[src/rtl/memory_arbiter.sv]
// Round-robin arbiter that funnels NUM_MASTERS request ports onto one
// downstream memory port. Issued requests are tagged with their master index
// in a small in-order FIFO so that each downstream response is routed back to
// the master that issued it. At most DEPTH transactions may be in flight.
module memory_arbiter #(
   parameter int NUM_MASTERS   = 4,
   parameter int DATA_WIDTH    = 24,
   parameter int ADDRESS_WIDTH = 32,
   parameter int DEPTH         = 8
) (
   input  logic                                 clk,
   input  logic                                 rst_n,

   // Per-master request channel
   input  logic [NUM_MASTERS-1:0]               req_valid,
   output logic [NUM_MASTERS-1:0]               req_ready,
   input  logic [NUM_MASTERS-1:0]               req_write,
   input  logic [NUM_MASTERS*ADDRESS_WIDTH-1:0] req_addr,
   input  logic [NUM_MASTERS*DATA_WIDTH-1:0]    req_wdata,

   // Per-master response channel (data bus shared)
   output logic [NUM_MASTERS-1:0]               rsp_valid,
   input  logic [NUM_MASTERS-1:0]               rsp_ready,
   output logic [DATA_WIDTH-1:0]                rsp_data,

   // Downstream request channel
   output logic                                 mem_req_valid,
   input  logic                                 mem_req_ready,
   output logic                                 mem_req_write,
   output logic [ADDRESS_WIDTH-1:0]             mem_req_addr,
   output logic [DATA_WIDTH-1:0]                mem_req_wdata,

   // Downstream in-order response channel
   input  logic                                 mem_rsp_valid,
   output logic                                 mem_rsp_ready,
   input  logic [DATA_WIDTH-1:0]                mem_rsp_data,

   // Status
   output logic [$clog2(DEPTH):0]               outstanding,
   output logic                                 error
);

   // ------------------------------------------------------------------
   // Local sizing
   // ------------------------------------------------------------------
   localparam int IDX_W = (NUM_MASTERS > 1) ? $clog2(NUM_MASTERS) : 1;
   localparam int PTR_W = (DEPTH > 1) ? $clog2(DEPTH) : 1;
   localparam int CNT_W = PTR_W + 1;

   localparam logic [CNT_W-1:0] FULL_COUNT = CNT_W'(DEPTH);
   // Resetting last_grant to the highest index gives master 0 first priority.
   localparam logic [IDX_W-1:0] LAST_IDX   = IDX_W'(NUM_MASTERS - 1);

   typedef enum logic {
      IDLE = 1'b0,
      SEND = 1'b1
   } state_t;

   // ------------------------------------------------------------------
   // State
   // ------------------------------------------------------------------
   state_t state;
   state_t next_state;

   logic [IDX_W-1:0]         last_grant;

   // Hold registers: the accepted request, presented downstream in SEND.
   logic                     hold_write;
   logic [ADDRESS_WIDTH-1:0] hold_addr;
   logic [DATA_WIDTH-1:0]    hold_wdata;
   logic [IDX_W-1:0]         hold_idx;

   // Tag FIFO: master index of every issued, unanswered transaction.
   logic [IDX_W-1:0]         tag_mem [DEPTH];
   logic [PTR_W-1:0]         wr_ptr;
   logic [PTR_W-1:0]         rd_ptr;
   logic [CNT_W-1:0]         count;

   logic                     error_q;

   // ------------------------------------------------------------------
   // Internal combinational signals
   // ------------------------------------------------------------------
   logic [IDX_W-1:0]         rr_cand;
   logic [IDX_W-1:0]         winner;
   logic                     found;
   logic                     accept;
   logic                     push;
   logic                     pop;
   logic                     fifo_nonempty;
   logic [IDX_W-1:0]         head;

   // Round-robin search: first valid master after last_grant, with wrap.
   // NOTE: every variable written in an always_comb gets a default at the top
   // of the block; a path that leaves one unassigned would infer a latch.
   always_comb begin
      rr_cand = '0;
      winner  = '0;
      found   = 1'b0;
      for (int k = 1; k <= NUM_MASTERS; k++) begin
         rr_cand = IDX_W'((int'(last_grant) + k) % NUM_MASTERS);
         if (!found && req_valid[rr_cand]) begin
            found  = 1'b1;
            winner = rr_cand;
         end
      end
   end

   // Handshake qualifiers shared by the FSM and the datapath.
   always_comb begin
      accept        = (state == IDLE) && found && (count < FULL_COUNT);
      push          = (state == SEND) && mem_req_ready;
      fifo_nonempty = (count != '0);
      head          = tag_mem[rd_ptr];
      pop           = fifo_nonempty && mem_rsp_valid && rsp_ready[head];
   end

   // ------------------------------------------------------------------
   // FSM: state register
   // ------------------------------------------------------------------
   // Advance the arbitration state; reset abandons any pending SEND.
   // NOTE: clocked blocks use non-blocking assignments so every register
   // samples pre-edge values regardless of statement or block order.
   always_ff @(posedge clk or negedge rst_n) begin
      if (!rst_n) begin
         state <= IDLE;
      end else begin
         state <= next_state;
      end
   end

   // ------------------------------------------------------------------
   // FSM: next-state logic
   // ------------------------------------------------------------------
   // IDLE moves to SEND on acceptance; SEND returns once downstream takes it.
   always_comb begin
      next_state = state;
      case (state)
         IDLE: if (accept)        next_state = SEND;
         SEND: if (mem_req_ready) next_state = IDLE;
         default:                 next_state = IDLE;
      endcase
   end

   // ------------------------------------------------------------------
   // FSM: outputs
   // ------------------------------------------------------------------
   // Grant pulse in IDLE, downstream request in SEND; req_ready is also held
   // low while reset is asserted because req_valid may already be high.
   always_comb begin
      req_ready     = '0;
      mem_req_valid = (state == SEND);
      mem_req_write = hold_write;
      mem_req_addr  = hold_addr;
      mem_req_wdata = hold_wdata;
      if (rst_n && accept) begin
         req_ready[winner] = 1'b1;
      end
   end

   // ------------------------------------------------------------------
   // Datapath registers
   // ------------------------------------------------------------------
   // Capture the winning request and remember the grant for fairness.
   always_ff @(posedge clk or negedge rst_n) begin
      if (!rst_n) begin
         last_grant <= LAST_IDX;
         hold_write <= 1'b0;
         hold_addr  <= '0;
         hold_wdata <= '0;
         hold_idx   <= '0;
      end else if (accept) begin
         last_grant <= winner;
         hold_write <= req_write[winner];
         hold_addr  <= req_addr[winner*ADDRESS_WIDTH +: ADDRESS_WIDTH];
         hold_wdata <= req_wdata[winner*DATA_WIDTH +: DATA_WIDTH];
         hold_idx   <= winner;
      end
   end

   // Tag FIFO storage.
   // NOTE: the tag array has no reset; the pointers and count are reset, so
   // a stale entry is never read, and leaving storage unreset lets it map to
   // plain RAM/flops without a reset tree.
   always_ff @(posedge clk) begin
      if (push) begin
         tag_mem[wr_ptr] <= hold_idx;
      end
   end

   // Tag FIFO pointers and occupancy; pointers wrap naturally at DEPTH.
   always_ff @(posedge clk or negedge rst_n) begin
      if (!rst_n) begin
         wr_ptr <= '0;
         rd_ptr <= '0;
         count  <= '0;
      end else begin
         if (push) wr_ptr <= wr_ptr + 1'b1;
         if (pop)  rd_ptr <= rd_ptr + 1'b1;
         case ({push, pop})
            2'b10:   count <= count + 1'b1;
            2'b01:   count <= count - 1'b1;
            default: count <= count;
         endcase
      end
   end

   // Sticky flag: a downstream response arrived with nothing outstanding.
   always_ff @(posedge clk or negedge rst_n) begin
      if (!rst_n) begin
         error_q <= 1'b0;
      end else if (!fifo_nonempty && mem_rsp_valid) begin
         error_q <= 1'b1;
      end
   end

   // ------------------------------------------------------------------
   // Response routing
   // ------------------------------------------------------------------
   // Steer the downstream response to the master at the FIFO head; the data
   // bus is shared and passes through unqualified.
   always_comb begin
      rsp_valid     = '0;
      mem_rsp_ready = 1'b0;
      rsp_data      = mem_rsp_data;
      if (fifo_nonempty) begin
         rsp_valid[head] = mem_rsp_valid;
         mem_rsp_ready   = rsp_ready[head];
      end
   end

   assign outstanding = count;
   assign error       = error_q;

endmodule
[config.mk]
export PLATFORM = sky130hd
export DESIGN_NAME = memory_arbiter
export DESIGN_NICKNAME = d
export VERILOG_FILES = /design/src/rtl/memory_arbiter.sv
export SDC_FILE = /design/constraint.sdc
export NUM_CORES = 1
export LEC_CHECK = 0
export CAP_MARGIN = 40
export CORE_AREA = 4 4 137 139
export CTS_CLUSTER_DIAMETER = 120
export DETAILED_ROUTE_END_ITERATION = 12
export DIE_AREA = 0 0 141 143
export HOLD_SLACK_MARGIN = 0.08
export PLACE_DENSITY = 0.72
export SYNTH_ARGS = -nofsm -noshare
export SYNTH_HDL_FRONTEND = slang
export SYNTH_SLANG_ARGS = --single-unit
[constraint.sdc]
create_clock -name clk -period 3.9 [get_ports clk]
set_clock_uncertainty 0.2 [all_clocks]
set_input_delay 0.78 -clock clk [delete_from_list [all_inputs] [get_ports clk]]
set_output_delay 0.78 -clock clk [all_outputs]
set_load 0.005 [all_outputs]
==> flow_summary.yaml, run 1 <==
clocking:
  cts_sinks: 89
  htree_num_levels: 3
  cts_hold_buf: 0
  cts_buffers: 9
  clkTransAtPathRegs_ns: 0.07
  worstSkewPairLatency_ns: 0.34
  clock-root-buffer: "clkbuf_16"
  clock_tree_from_tritoncts: "done"
  clockBufferDepth: 2
critical_path:
  element_type_at_the_critical_path_end: "output port"
  regToRegSetupSlack_ns: 0.40
  timing.setup.critical_path_class: "flip-flop to output port"
  r2r_start: "rd_ptr[0]$_DFFE_PN0P_"
  cp_startpoint_kind: "flip-flop"
  critical_path_peak_fanout: 8
  endpoint_of_the_worst_register_to_register_path: "outstanding[2]$_DFFE_PN0P_"
  timing.reg2reg.worst_path_depth: 12
  worstPathArrival_ns: 2.77
  worst_ep_required_time_ns: 2.92
logic_synthesis:
  syn-num-nets: 886
  async_flop_share: 0.820
  syn_inst: 617
  synth_largest_area_cell: "dfrtp_1"
  yosysSeqAreaShare: 0.407
  yosys.cell_types.count: 40
  yosys_register_bits: 89
  area_share_of_the_leading_cell_type_in_the_synthesized_netlist: 0.313
  netlist_area_um2: 5670
  ys_warn_count: 0
  synth.top_cells.by_area: "dfrtp_1 (31%), a211oi_1 (15%), and3_1 (13%), edfxtp_1 (8.5%), o31ai_1 (7.5%)"
  synthesis.area_per_instance_um2: 9.19
  ys_top_cells_by_count: "a211oi_1 (115), and3_1 (115), dfrtp_1 (71), nand2_1 (66), clkbuf_1 (59)"
  synth-edff-count: 16
  yosys_most_used_dff: "dfrtp_1"
routing:
  drtPass1Iterations: 4
  wl_per_cell_um: 19.0
  wirelength_um: 20800
  antenna_violating_nets_post_route: 0
  detailroute.via_count: 5688
  detail_route.vias_per_cell: 5.20
  drt_first_iter_violations: 311
  remaining_drc_errors: 0
placed_design:
  placedCellCount: 1078
  numPortBuffers: 311
  dp_hpwl_um: 14700
  place_congestion: 0.838
timing:
  final.setup.tns_ns: 0
  clock.fmax_ghz: 0.267
  worst_pin_slew_ns: 0.760
  share_of_the_clock_period_used_by_the_worst_path_after_layout: 0.961
  timing.final.max_slew_violations: 0
  rsz0062_at_grt: "no"
  final-setup-viol-count: 0
  slew_headroom: 0.494
  period_minus_slack_ns: 3.75
  final-hold-violation-count: 0
grt:
  grt_overflow: 0
  met1_usage: 0.235
  use_met2: 0.333
  globalRoute.busiestLayer: "met2"
  wire_length_of_the_first_global_routing_pass_um: 30900
  first_global_vias: 5465
  groute.layer.met3.usage: 0.0626
  pin_count_of_the_biggest_net_entering_global_routing: 120
  grt.total_usage: 0.195
  initial_antenna_violation_count: 0
finish:
  fin_nets: 1129
  area_growth_pct: 59.8
  fillerInstances: 1685
  diodes: 0
  finalNonFillerCells: 1094
  drive_gt1_frac: 0.0532
die:
  coreArea_um2: 17700
  fp.dieW_um: 141
  floorplan.initialDensity: 0.321
  floorplan.io_pins: 360
  die_height_um: 143
  core.rowCount: 49
  die-area_um2: 20200
worst_hold_path:
  worstHoldStart: "error$_DFFE_PN0P_"
  min_delay_worst_endpoint: "error$_DFFE_PN0P_"
  worstHoldPathType: "flip-flop to flip-flop"
  worstHoldPathCells: 1
flow_run:
  maxCapViolCount: 0
power_and_ir_drop:
  p_leak_nw: 3.70
  vdd_drop_max_mv: 0.658
  power.density_nw_per_um2: 651
outcome:
  run_status: "finished clean"
[layout by cell type (no fill, tap or decap), types with 3 or more instances in the layout]
master and instances:
o31ai_1 57, buf_4 9, edfxtp_1 16, mux2_2 3, dfrtp_1 70, and3_1 115, nor3_1 4, a211oi_1 114
mux2_4 4, inv_1 3, nand2_1 65, nand3_1 5, nor2b_1 4, o21ai_0 3, xor2_1 5, clkbuf_16 9
nor2_1 17, nand2b_1 4, clkdlybuf4s50_1 310, inv_6 4, xnor2_1 4, a21oi_1 4, ha_1 5
[per-layer routing]
layer	share of wire	wire [µm]	vias to the layer above
met5	0	0	-
met4	0.021	427	0
met3	0.075	1560	28
met2	0.50	10300	199
met1	0.41	8480	2659
li1	-	-	2802
[logic make-up after synthesis]
group | share of synthesized area
XOR/XNOR | 0.0139
AND/OR/NAND/NOR | 0.205
buffers and inverters | 0.0792
AO/OA/AOI/OAI | 0.244
multiplexers | 0.0393
flip-flops | 0.407
adder cells (fa/ha/maj) | 0.0110
[through the flow]
stage               utilization  hold WS, ns  setup WS, ns  power [W]  instance area, µm²
CTS                       0.513        0.273       0.00519    0.00599                9060
floorplan                     -        0.251         0.511    0.00358                5670
detailed placement        0.498        0.257         0.231    0.00512                8790
global placement          0.498        0.252         0.271    0.00506                8790
global route              0.513        0.288        0.0419    0.00637                9070
finish                    0.513        0.264         0.153    0.00590                9070
[layout make-up]
cell class / count / area, µm² / area share
clock inverters: 6 / 48.8 / 0.00538
flip-flops and latches: 89 / 2310 / 0.255
inverters: 3 / 11.3 / 0.00124
multi-input cells: 436 / 2970 / 0.327
repair buffers: 321 / 3210 / 0.354
clock buffers: 10 / 229 / 0.0253
well taps: 229 / 287 / 0.0316
[report_power, final]
group	switching (W)	leakage, nW	internal [W]
registers	0.000325	1.03	0.00139
logic	0.00163	2.53	0.00171
clock network	0.000398	0.138	0.000442
[worst max-delay path by stage]
stage                                startpoint                         end  slack (ns)  cells after the start
after global placement             req_valid[1]                req_ready[1]        0.27                      6
final                     rd_ptr[0]$_DFFE_PN0P_               mem_rsp_ready        0.15                      5
after detailed placement           req_valid[1]                req_ready[1]        0.23                      6
after global routing      rd_ptr[0]$_DFFE_PN0P_               mem_rsp_ready        0.04                      5
after floorplan           rd_ptr[0]$_DFFE_PN0P_  outstanding[2]$_DFFE_PN0P_        0.51                     14
after CTS                 rd_ptr[0]$_DFFE_PN0P_               mem_rsp_ready       0.005                      5
[sequential cells by signal (all words and copies together), names as in the netlist, 2 cells and up]
| name | flops |
|---|---|
| mem_req_addr | 32 |
| tag_mem | 16 |
| rd_ptr | 3 |
| last_grant | 2 |
| outstanding | 4 |
| mem_req_wdata | 24 |
| wr_ptr | 3 |
| hold_idx | 2 |
[worst max-delay path, stage by stage (launching register included)]
cell and delay (ns):
dfrtp_2 0.48, mux2_1 0.35, mux4_2 0.51, mux4_2 0.48, nor2b_1 0.15, clkdlybuf4s50_1 0.45
[repair_timing]
| item | in CTS | in global routing |
|---|---|---|
| setup endpoints to repair | 0 | 1 |
| resized for setup | 0 | 1 |
| buffers inserted | 0 | 0 |
(Power assumes the default switching activity.)
==> run 2, diff against run 1 <==
--- a/config.mk
+++ b/config.mk
@@ -10,6 +10,7 @@
 export CTS_CLUSTER_DIAMETER = 120
 export DETAILED_ROUTE_END_ITERATION = 12
 export DIE_AREA = 0 0 141 143
+export GPL_TIMING_DRIVEN = 0
 export HOLD_SLACK_MARGIN = 0.08
 export PLACE_DENSITY = 0.72
 export SYNTH_ARGS = -nofsm -noshare
==> run 2 against run 1 <==
Against the previous run: design area rose by 7.4%; combinational power grew 9.3%; via count grew 11%; non-clock buffer count grew 103; routed wire length up 18%; register-to-register slack worse by 0.07 ns; setup slack got worse by 0.043 ns; total power up 6.7%; global-route usage grew 3.8 points.
==> flow_summary.yaml, run 2 (synthesis gave the netlist of run 1 again) <==
power_and_ir_drop:
  design_power_total_w: 0.00629
  switching_share: 0.401
  vdd_drop_max_mv: 0.309
  power.density_nw_per_um2: 647
  switching_component_of_the_power_w: 0.00253
  pwr-share-clk: 0.149
  power_frac_seq: 0.270
  comb_power_share: 0.580
  p_leak_nw: 4.01
  cellInternalPower_w: 0.00377
die:
  fp.dieW_um: 141
  die-area_um2: 20200
  floorplan.io_pins: 360
  core.rowCount: 49
  die_height_um: 143
  floorplan.initialDensity: 0.321
  coreArea_um2: 17700
grt:
  first_global_vias: 6410
  initial_antenna_violation_count: 1
  wire_length_of_the_first_global_routing_pass_um: 36100
  grt_overflow: 0
  pin_count_of_the_biggest_net_entering_global_routing: 44
  grt.total_usage: 0.233
worst_hold_path:
  worstHoldPathType: "primary input to async pin"
timing:
  slew_headroom: 0.559
  timing.final.max_slew_violations: 0
  final-setup-viol-count: 0
  post-route-worst-setup-slack_ns: 0.110
  share_of_the_clock_period_used_by_the_worst_path_after_layout: 0.972
  final-hold-violation-count: 0
  clock.fmax_ghz: 0.264
  period_minus_slack_ns: 3.79
  holdWs_ns: 0.197
  rsz0062_at_grt: "no"
  worst_pin_slew_ns: 0.662
finish:
  layout_commonest_cell: "clkdlybuf4s50_1"
  fin_nets: 1232
  drive_gt1_frac: 0.0764
  final_cell_mix: "clkdlybuf4s50_1 (331), and3_1 (115), a211oi_1 (114)"
  largest_register_ffs: 32
  area_growth_pct: 71.6
clocking:
  cts_hold_buf: 0
  clock-root-buffer: "clkbuf_16"
  clkTransAtPathRegs_ns: 0.06
  clock_tree_from_tritoncts: "done"
  cts_sinks: 89
  worstSkewPairLatency_ns: 0.34
  clockBufferDepth: 2
  htree_num_levels: 3
  cts_buffers: 9
critical_path:
  startpoint: "rd_ptr[0]$_DFFE_PN0P_"
  worst_ep_required_time_ns: 2.92
  worstPathBufferInverterCount: 2
  element_type_at_the_critical_path_end: "output port"
  cp_startpoint_kind: "flip-flop"
  r2r_start: "rd_ptr[0]$_DFFE_PN0P_"
  critical_path.slowest_cell: "mux4_2"
  timing.critical_path.mode_cell: "mux4_2"
  critical_path_peak_fanout: 7
  cp_cell_sequence: "buf_6 -> mux2_4 -> mux4_2 -> mux4_2 -> nor2b_1 -> clkdlybuf4s50_1"
  timing.critical_path.slowest_cell_delay_ns: 0.53
  worstPathArrival_ns: 2.81
  timing.setup.critical_path_class: "flip-flop to output port"
  path_delay_family: "multiplexers"
placed_design:
  place_congestion: 0.850
  dpl_worst_slack_ns: -1.33
  dp_hpwl_um: 19700
  numPortBuffers: 335
routing:
  wl_per_cell_um: 20.5
  drtPass1Iterations: 5
  antenna_violating_nets_post_route: 0
  detail_route.vias_per_cell: 5.27
  wirelength_um: 24500
  drt_first_iter_violations: 348
  detailroute.via_count: 6309
  remaining_drc_errors: 0
outcome:
  run_status: "finished clean"
flow_run:
  maxCapViolCount: 0
==> run 2: changes by cell type in the layout (fill, tap and decap cells not counted), moves of 3 or more <==
cell,previous run,this run
clkdlybuf4s50_1,310,331
dlygate4sd2_1,0,3
buf_2,0,4
inv_6,4,1
buf_4,9,30
clkbuf_1,1,50
==> run 2: layout make-up <==
cell class	count	area, µm²
Sequential cell	89	2310
Buffer	83	435
Antenna cell	1	2.50
Clock buffer	9	225
Timing Repair Buffer	341	3420
Fill cell	1668	7920
Clock inverter	7	93.8
Multi-Input combinational cell	436	2950
Inverter	3	11.3
Tap cell	229	287
==> run 2: what timing repair did <==
action	4_1_cts	5_1_grt
gates resized for setup	22	0
hold endpoints to repair	0	0
setup buffers	2	0
endpoints found under the setup margin	4	0
==> run 2: layer usage <==
metal | track usage | vias to the layer above | wire, µm
met2 | 0.401 | 256 | 12500
met5 | 0 | - | 0
met3 | 0.0573 | 33 | 1810
met4 | 0.0760 | 0 | 572
li1 | - | 3014 | -
met1 | 0.288 | 3006 | 9650
==> run 2: power groups by stage <==
| stage | registers (W) | clock network (W) | logic, W |
|---|---|---|---|
| after floorplan | 0.00167 | 0 | 0.00191 |
| after global placement | 0.00170 | 0 | 0.00360 |
| after detailed placement | 0.00171 | 0 | 0.00365 |
| after CTS | 0.00170 | 0.000960 | 0.00369 |
| after global routing | 0.00175 | 0.00101 | 0.00399 |
| final | 0.00170 | 0.000940 | 0.00365 |
==> run 2: final timing paths <==
kind / slack, ns / depth (start not counted) / endpoint
worst max-delay path: 0.11 / 6 / mem_rsp_ready
worst min-delay path: 0.20 / 1 / mem_req_valid$_DFF_PN0_
worst max register to register: 0.33 / 14 / outstanding[2]$_DFFE_PN0P_
worst min register to register: 0.27 / 2 / mem_req_addr[29]$_DFFE_PN0P_
max in group asynchronous: 2.69 / 2 / last_grant[0]$_DFFE_PN1P_
min in group clk: 0.27 / 2 / mem_req_addr[29]$_DFFE_PN0P_
==> run 2: per-stage QoR <==
| stage | std cells | utilization | setup TNS [ns] | area, µm² |
|---|---|---|---|---|
| 2_1_floorplan | 617 | - | 0 | 5670 |
| 3_3_place_gp | 1181 | 0.527 | -90.86 | 9310 |
| 3_5_place_dp | 1185 | 0.530 | -6.57 | 9360 |
| 4_1_cts | 1197 | 0.551 | 0 | 9730 |
| 5_1_grt | 1198 | 0.551 | 0 | 9730 |
| 6_report | 1198 | 0.551 | 0 | 9730 |
==> run 3, diff against run 2 <==
--- a/config.mk
+++ b/config.mk
@@ -8,6 +8,7 @@
 export CAP_MARGIN = 40
 export CORE_AREA = 4 4 137 139
 export CTS_CLUSTER_DIAMETER = 120
+export CTS_CLUSTER_SIZE = 20
 export DETAILED_ROUTE_END_ITERATION = 12
 export DIE_AREA = 0 0 141 143
 export GPL_TIMING_DRIVEN = 0
==> results of run 3 <==
Same layout as run 2: the final DEF is identical, and so are final timing and power.
